[config.mk]
export PLATFORM = sky130hd
export DESIGN_NAME = alu_issue_ctrl_flat
export DESIGN_NICKNAME = d
export VERILOG_FILES = /design/src/rtl/alu_issue_if.sv /design/src/rtl/alu_issue_ctrl.sv /design/src/flat_wrapper.sv
export SDC_FILE = /design/constraint.sdc
export NUM_CORES = 1
export LEC_CHECK = 0
export ABC_AREA = 1
export CAP_MARGIN = 15
export CORE_MARGIN = 4
export CORE_UTILIZATION = 39
export DETAILED_ROUTE_END_ITERATION = 10
export PLACE_DENSITY = 0.95
export SLEW_MARGIN = 10
export SYNTH_ARGS = -nofsm -noshare
export SYNTH_HDL_FRONTEND = slang
export SYNTH_SLANG_ARGS = --single-unit
[constraint.sdc]
create_clock -name clk -period 2.3 [get_ports clk]
set_input_delay 0.46 -clock clk [delete_from_list [all_inputs] [get_ports clk]]
set_output_delay 0.46 -clock clk [all_outputs]
set_load 0.01 [all_outputs]
[src/rtl/alu_issue_if.sv]
// Instruction handshake, ALU/flag_sel datapath and writeback signals around the issue controller.
// The master side is decode plus the ALU/flag_sel pair; the slave side is the controller.
interface alu_issue_if #(
  parameter int DATA_WIDTH = 16
);
  logic                  in_valid;
  logic                  in_ready;
  logic [3:0]            in_opcode;
  logic [1:0]            in_cond;
  logic [3:0]            in_rd;
  logic [3:0]            alu_opcode;
  logic [DATA_WIDTH-1:0] alu_result;
  logic                  fs_update_flag;
  logic                  fs_update_cv;
  logic                  fs_neg;
  logic                  fs_zero;
  logic                  fs_carry;
  logic                  fs_ovf;
  logic                  wb_en;
  logic [3:0]            wb_rd;
  logic [DATA_WIDTH-1:0] wb_data;
  logic [3:0]            flags;
  logic                  cond_fail;

  modport master (
    output in_valid, in_opcode, in_cond, in_rd, alu_result,
           fs_update_flag, fs_update_cv, fs_neg, fs_zero, fs_carry, fs_ovf,
    input  in_ready, alu_opcode, wb_en, wb_rd, wb_data, flags, cond_fail
  );

  modport slave (
    input  in_valid, in_opcode, in_cond, in_rd, alu_result,
           fs_update_flag, fs_update_cv, fs_neg, fs_zero, fs_carry, fs_ovf,
    output in_ready, alu_opcode, wb_en, wb_rd, wb_data, flags, cond_fail
  );
endinterface

[src/rtl/alu_issue_ctrl.sv]
// Single-issue ALU sequencer: condition check against NZCV, multi-cycle MUL wait,
// then writeback and flag commit. Flags are held as {N,Z,C,V}.
module alu_issue_ctrl #(
  parameter int DATA_WIDTH  = 16,
  parameter int MUL_LATENCY = 3
) (
  input  logic       clk,
  input  logic       reset_n,
  alu_issue_if.slave bus
);

  // A zero latency still needs one EXEC cycle; the counter is only 4 bits wide.
  localparam int         MUL_LAT_EFF  = (MUL_LATENCY < 1)  ? 1  :
                                        (MUL_LATENCY > 15) ? 15 : MUL_LATENCY;
  localparam logic [3:0] MUL_CNT_INIT = 4'(MUL_LAT_EFF - 1);
  localparam logic [3:0] OP_MUL       = 4'd2;
  localparam logic [3:0] OP_CMP       = 4'd11;

  typedef enum logic [1:0] {
    IDLE   = 2'd0,
    EXEC   = 2'd1,
    COMMIT = 2'd2
  } state_e;

  state_e     state_q, state_d;
  logic [3:0] cnt_q, cnt_d;
  logic [3:0] flags_q, flags_d;
  logic [3:0] alu_opcode_q, alu_opcode_d;
  logic [3:0] rd_q, rd_d;
  logic       cond_fail_q, cond_fail_d;

  logic       accept;
  logic       cond_pass;
  logic       in_commit;
  logic [DATA_WIDTH-1:0] wb_data_c;

  always_comb begin
    cond_pass = 1'b1;
    unique case (bus.in_cond)
      2'b00:   cond_pass = 1'b1;
      2'b01:   cond_pass = flags_q[2];
      2'b10:   cond_pass = (flags_q[3] == flags_q[0]);
      default: cond_pass = (flags_q[3] != flags_q[0]);
    endcase
  end

  assign accept = bus.in_valid && (state_q == IDLE);

  always_comb begin
    state_d      = state_q;
    cnt_d        = cnt_q;
    flags_d      = flags_q;
    alu_opcode_d = alu_opcode_q;
    rd_d         = rd_q;
    cond_fail_d  = 1'b0;

    unique case (state_q)
      IDLE: begin
        if (accept) begin
          if (cond_pass) begin
            alu_opcode_d = bus.in_opcode;
            rd_d         = bus.in_rd;
            cnt_d        = (bus.in_opcode == OP_MUL) ? MUL_CNT_INIT : 4'd0;
            state_d      = EXEC;
          end else begin
            cond_fail_d  = 1'b1;
          end
        end
      end
      EXEC: begin
        if (cnt_q == 4'd0) begin
          state_d = COMMIT;
        end else begin
          cnt_d   = cnt_q - 4'd1;
        end
      end
      COMMIT: begin
        // N,Z and C,V are independent groups; a group not flagged for update holds.
        if (bus.fs_update_flag) begin
          flags_d[3] = bus.fs_neg;
          flags_d[2] = bus.fs_zero;
        end
        if (bus.fs_update_cv) begin
          flags_d[1] = bus.fs_carry;
          flags_d[0] = bus.fs_ovf;
        end
        state_d = IDLE;
      end
      default: begin
        state_d = IDLE;
      end
    endcase
  end

  always_ff @(posedge clk) begin
    if (!reset_n) begin
      state_q      <= IDLE;
      cnt_q        <= 4'd0;
      flags_q      <= 4'b0000;
      alu_opcode_q <= 4'd0;
      rd_q         <= 4'd0;
      cond_fail_q  <= 1'b0;
    end else begin
      state_q      <= state_d;
      cnt_q        <= cnt_d;
      flags_q      <= flags_d;
      alu_opcode_q <= alu_opcode_d;
      rd_q         <= rd_d;
      cond_fail_q  <= cond_fail_d;
    end
  end

  // Writeback is gated by reset_n so nothing is written while reset is asserted mid-COMMIT.
  assign in_commit = (state_q == COMMIT) && reset_n;
  assign wb_data_c = in_commit ? bus.alu_result : '0;

  assign bus.in_ready   = (state_q == IDLE);
  assign bus.alu_opcode = alu_opcode_q;
  assign bus.flags      = flags_q;
  assign bus.cond_fail  = cond_fail_q;
  assign bus.wb_en      = in_commit && (alu_opcode_q != OP_CMP);
  assign bus.wb_rd      = in_commit ? rd_q : 4'd0;
  assign bus.wb_data    = wb_data_c;

endmodule
[src/flat_wrapper.sv]
// flat-port wrapper written by rule: the top's interface ports become plain ports
module alu_issue_ctrl_flat 
#(
  parameter int DATA_WIDTH  = 16,
  parameter int MUL_LATENCY = 3
)
  (clk, reset_n, bus_in_valid, bus_in_opcode, bus_in_cond, bus_in_rd, bus_alu_result, bus_fs_update_flag, bus_fs_update_cv, bus_fs_neg, bus_fs_zero, bus_fs_carry, bus_fs_ovf, bus_in_ready, bus_alu_opcode, bus_wb_en, bus_wb_rd, bus_wb_data, bus_flags, bus_cond_fail);
  alu_issue_if #(.DATA_WIDTH(DATA_WIDTH)) bus_i ();
  input  logic clk;
  input  logic reset_n;
  input wire logic [$bits(bus_i.in_valid)-1:0] bus_in_valid;
  input wire logic [$bits(bus_i.in_opcode)-1:0] bus_in_opcode;
  input wire logic [$bits(bus_i.in_cond)-1:0] bus_in_cond;
  input wire logic [$bits(bus_i.in_rd)-1:0] bus_in_rd;
  input wire logic [$bits(bus_i.alu_result)-1:0] bus_alu_result;
  input wire logic [$bits(bus_i.fs_update_flag)-1:0] bus_fs_update_flag;
  input wire logic [$bits(bus_i.fs_update_cv)-1:0] bus_fs_update_cv;
  input wire logic [$bits(bus_i.fs_neg)-1:0] bus_fs_neg;
  input wire logic [$bits(bus_i.fs_zero)-1:0] bus_fs_zero;
  input wire logic [$bits(bus_i.fs_carry)-1:0] bus_fs_carry;
  input wire logic [$bits(bus_i.fs_ovf)-1:0] bus_fs_ovf;
  output wire logic [$bits(bus_i.in_ready)-1:0] bus_in_ready;
  output wire logic [$bits(bus_i.alu_opcode)-1:0] bus_alu_opcode;
  output wire logic [$bits(bus_i.wb_en)-1:0] bus_wb_en;
  output wire logic [$bits(bus_i.wb_rd)-1:0] bus_wb_rd;
  output wire logic [$bits(bus_i.wb_data)-1:0] bus_wb_data;
  output wire logic [$bits(bus_i.flags)-1:0] bus_flags;
  output wire logic [$bits(bus_i.cond_fail)-1:0] bus_cond_fail;
  assign bus_i.in_valid = bus_in_valid;
  assign bus_i.in_opcode = bus_in_opcode;
  assign bus_i.in_cond = bus_in_cond;
  assign bus_i.in_rd = bus_in_rd;
  assign bus_i.alu_result = bus_alu_result;
  assign bus_i.fs_update_flag = bus_fs_update_flag;
  assign bus_i.fs_update_cv = bus_fs_update_cv;
  assign bus_i.fs_neg = bus_fs_neg;
  assign bus_i.fs_zero = bus_fs_zero;
  assign bus_i.fs_carry = bus_fs_carry;
  assign bus_i.fs_ovf = bus_fs_ovf;
  assign bus_in_ready = bus_i.in_ready;
  assign bus_alu_opcode = bus_i.alu_opcode;
  assign bus_wb_en = bus_i.wb_en;
  assign bus_wb_rd = bus_i.wb_rd;
  assign bus_wb_data = bus_i.wb_data;
  assign bus_flags = bus_i.flags;
  assign bus_cond_fail = bus_i.cond_fail;
  alu_issue_ctrl #(.DATA_WIDTH(DATA_WIDTH), .MUL_LATENCY(MUL_LATENCY)) u_core (.clk(clk), .reset_n(reset_n), .bus(bus_i));
endmodule
### Yosys cells after proc, flatten, opt, wreduce, memory -nomap -nowiden

Index checks and enable logic that the tools add are counted.

| cells by class | value |
|---|---|
| muxes and demuxes | 13 |
| add/subtract/negate cells | 1 |
| equality and inequality tests | 12 |
| reduce and logical (&&, ||, !) cells | 13 |

Operators with widths:

| operator | count |
|---|---|
| 2-to-1 mux 16 bit | 1 |
| 2-to-1 mux 4 bit | 4 |
| AND reduction 3 bit | 3 |
| 2-to-1 mux 2 bit | 4 |
| one-hot mux 4 bit (2 select lines) | 1 |
| inequality test 2 x 1 -> 1 bit, second input constant | 3 |
| == test 2 x 1 -> 1 bit, second input constant | 2 |
| == test 2 bit, second input constant | 2 |
| == test 4 x 2 -> 1 bit, second input constant | 1 |
| zero test 2 bit | 2 |
| zero test 4 bit | 1 |
| inequality test 4 bit, second input constant | 1 |
| one-hot mux 2 bit (2 select lines) | 1 |
| AND reduction 2 bit | 2 |
| AND reduction 4 bit | 1 |
| subtractor 4 x 1 -> 4 bit, second input constant | 1 |
| logical AND 1 bit | 3 |
| one-hot mux 1 bit (3 select lines) | 1 |
| inequality test 2 bit, second input constant | 1 |
| nonzero test 2 bit | 1 |
| == test 1 bit | 1 |
| 2-to-1 mux 1 bit | 1 |
| inequality test 1 bit | 1 |

| word-level totals | value |
|---|---|
| register bits | 19 |
| word-level logic and storage cells | 46 |

### Longest topological paths before layout

| depth | value |
|---|---|
| depth in word-level cells | 5 |
| depth in mapped cells | 10 |
| depth with buffers taken out | 10 |

### Worst setup path after synthesis

OpenSTA, ideal clock, no wires.

| path | value |
|---|---|
| path kind | input -> output |
| from | in reset_n |
| to | out bus_wb_data[0] |
| buffers on the path | 2 |
| stages | 4 |
| setup slack | 0.682 ns |
| arrival | 1.158 ns |
| cell sequence | clkbuf_1 -> nand3_1 -> clkbuf_1 -> nor2_1 |

| on the way | value |
|---|---|
| cells in the longest elaborated chain, start to end | 2 |

Ends and longest elaborated chain:

| element | RTL line | source |
|---|---|---|
| from (decl) | flat_wrapper.sv:10 | `input logic reset_n;` |
| logical AND 1 bit | alu_issue_ctrl.sv:114 | `assign in_commit = (state_q == COMMIT) && reset_n;` |
| 2-to-1 mux 16 bit | alu_issue_ctrl.sv:115 | `assign wb_data_c = in_commit ? bus.alu_result : '0;` |
| to (decl) | flat_wrapper.sv:26 | `output wire logic [$bits(bus_i.wb_data)-1:0] bus_wb_data;` |

Every way passes these cells.

### Final worst setup path

| path | value |
|---|---|
| from | in reset_n |
| to | out bus_wb_data[10] |

The elaborated chain is that of the path after synthesis.

==> results.ini <==
[route]
wl_met3_um = 191
viasPerCell = 4.56
vias = 1196
ant_nets = 0
topRoutingLayerUsed = met4
drcViolationCount = 0
wl_per_cell_um = 11.5
wl_met1_mm = 1.21
routed_wl_mm = 3.01
first_pass_iters = 4
wl_met2_mm = 1.56
drt_iter0_markers = 62

[final_layout]
fin_cells = 262
drive_gt1_frac = 0.0690
antenna_cells = 0
nets = 270
fill_cells = 222
syn_to_final_growth_pct = 66.9

[timing]
finalCritPeriodShare = 0.913
setup_violations = 0
final.min_clock_period_ps = 2100
slew_viol_final = 0
max_freq_ghz = 0.476
skew_ps = 1.77
maxSlewHeadroom = 0.784
final_hold_viol_count = 0
rsz0062_at_grt = no
tightest_slew_ps = 323
setup_tns_ps = 0

[clocking]
cts_made_buffers = 3
post_cts_resized = 23
path_clk_slew_ps = 110
cts_hold_buf = 0
cts_tree = yes
clk_path_buf_depth = 2
post_cts_buffers = 0
htree_levels = 1
clk_latency_ps = 290
cts_sinks = 19
cts_root_buffer = clkbuf_4

[grt]
grt_pass1_wl_mm = 4.64
grt_pass1_vias = 1123
antenna_found_initial = 0
gr-total-overflow = 0
grt_use_total = 0.169
grt_max_degree = 17

[placed_design]
port_buffers = 65
dp_hpwl_mm = 2.47
gp_congestion = 0.740
dp.cells = 258

[die]
floorplan.initialDensity = 0.415
fp-row-count = 18
die_h_um = 59.6
dieArea_um2 = 3550
die_w_um = 59.6
coreArea_um2 = 2500
io_pins = 66

[critical_path]
r2r_slack_ps = 960
cp_data_arrival_time_ps = 1640
path_max_fanout = 10
endpoint_kind = output port
path_buf_inv = 3
start_kind = primary input
cp_top_family = buffers and inverters
cp_slowest_cell = clkdlybuf4s50_1
max_stage_delay_ps = 490
worstPathCellList = clkdlybuf4s50_1 -> nand3_2 -> buf_4 -> nor2_1 -> dlygate4sd2_1
crit_required_ps = 1840
worstSetupPathType = in2out

[power_and_ir_drop]
peakVddDrop_v = 0.000302
power.density_nw_per_um2 = 429
power.leakage_nw = 0.888

[yosys]
synthDistinctLibCells = 18
yosysMostFrequentCell = nor2_1
synth_common_cells = nor2_1 (45), inv_1 (33), nand2_1 (22)
avgSynthCellArea_um2 = 6.29
ys_ff_latch = 19
synth-xor-area-share = 0.00843
yosys.area_share.simple = 0.366
synth_top_area_share = 0.366
synth_fa_ha_area_frac = 0.0241
ys_seq_area_frac = 0.366
syn-num-nets = 202
synth_compound_area_frac = 0.0904
syn-cell-area_um2 = 1040
yosysTopAreaCell = dfxtp_1
async_reset_ff_frac = 0
synth_top_family_by_area = simple AND/OR/NAND/NOR gates
postSynthCellCount = 165
synth_edf_count = 0
synth_ff_type = dfxtp_1
synthMuxAreaShare = 0
synth_area_leaders = dfxtp_1 (37%), nor2_1 (16%), inv_1 (12%), nand2_1 (8.0%), o21ai_0 (4.8%)
ys.warnings.count = 0

[worst_hold_path]
min_path_type = reg2reg

[run_status]
status = complete, no violations

[flow_run]
cap_violations = 0

-- where the power goes --
| part | internal [mW] | leakage (nW) | total (mW) | switching (mW) |
|---|---|---|---|---|
| Sequential | 0.351 | 0.155 | 0.365 | 0.0141 |
| Combinational | 0.111 | 0.715 | 0.211 | 0.0993 |
| Clock | 0.0647 | 0.0177 | 0.168 | 0.104 |
| Total | 0.527 | 0.888 | 0.744 | 0.217 |
-- kinds of logic after synthesis --
| logic type | Yosys count |
|---|---|
| buf+inv | 38 |
| flops | 19 |
| xor+xnor | 1 |
| simple gates | 87 |
| fa+ha+maj | 2 |
| compound gates | 18 |
-- cell usage in the layout, fill, tap and decap left out, drive strengths merged --
| cell type | instances |
|---|---|
| nor3 | 1 |
| nand2 | 26 |
| nand3 | 9 |
| nor2 | 48 |
| clkbuf | 3 |
| o21ai | 10 |
| dfxtp | 19 |
| a41oi | 1 |
| xnor2 | 1 |
| inv | 33 |
| dlygate4sd2 | 21 |
| a21oi | 7 |
| buf | 3 |
| clkinv | 1 |
| clkdlybuf4s50 | 44 |
| nand4 | 3 |
| ha | 2 |
-- worst reg2reg max path, stage by stage (launching register included) --
cell	delay (ps)
dfxtp_1	330
inv_1	150
ha_1	180
nand2_1	70
nand2_1	60
nand2_1	100
nand2_2	160
nand2_1	80
a21oi_1	140
-- layout make-up --
cell class / count / area [um2] / share of cell area
clock buffers: 3 / 22.5 / 0.0130
inverters: 33 / 124 / 0.0715
multi-input cells: 108 / 513 / 0.296
well taps: 30 / 37.5 / 0.0217
flip-flops and latches: 19 / 380 / 0.219
clock inverters: 1 / 5.00 / 0.00289
repair buffers: 68 / 651 / 0.375
-- through the flow --
stage	instance area [um2]	hold WS (ps)	setup WS, ps	power (mW)	util
6_report	1730	472	200	0.744	0.693
5_1_grt	1730	493	111	0.785	0.693
3_5_place_dp	1720	455	-95.1	0.585	0.689
2_1_floorplan	1040	436	682	0.473	-
4_1_cts	1730	472	204	0.749	0.693
3_3_place_gp	1720	433	-94.1	0.577	0.689
-- path summary, 6_finish.rpt --
kind                             from                  end  cells after the start
setup / recovery              reset_n      bus_wb_data[10]                      5
hold / removal    u_core.bus.flags[1]  u_core.bus.flags[1]                      2
setup reg to reg      u_core.cnt_q[0]      u_core.cnt_q[0]                      8
hold reg to reg   u_core.bus.flags[1]  u_core.bus.flags[1]                      2
-- routing by layer --
metal,up-vias,global-route usage
met5,-,0
li1,629,-
met4,0,0.0538
met2,43,0.296
met3,4,0.0305
met1,520,0.206
-- registers in the layout, summed over array words and instances (netlist names) --
signal                 count
u_core.bus.flags           4
u_core.rd_q                4
u_core.cnt_q               4
u_core.state_q             2
u_core.bus.alu_opcode      4
u_core.bus.cond_fail       1
No activity file was read; power rests on OpenSTA's default activity.
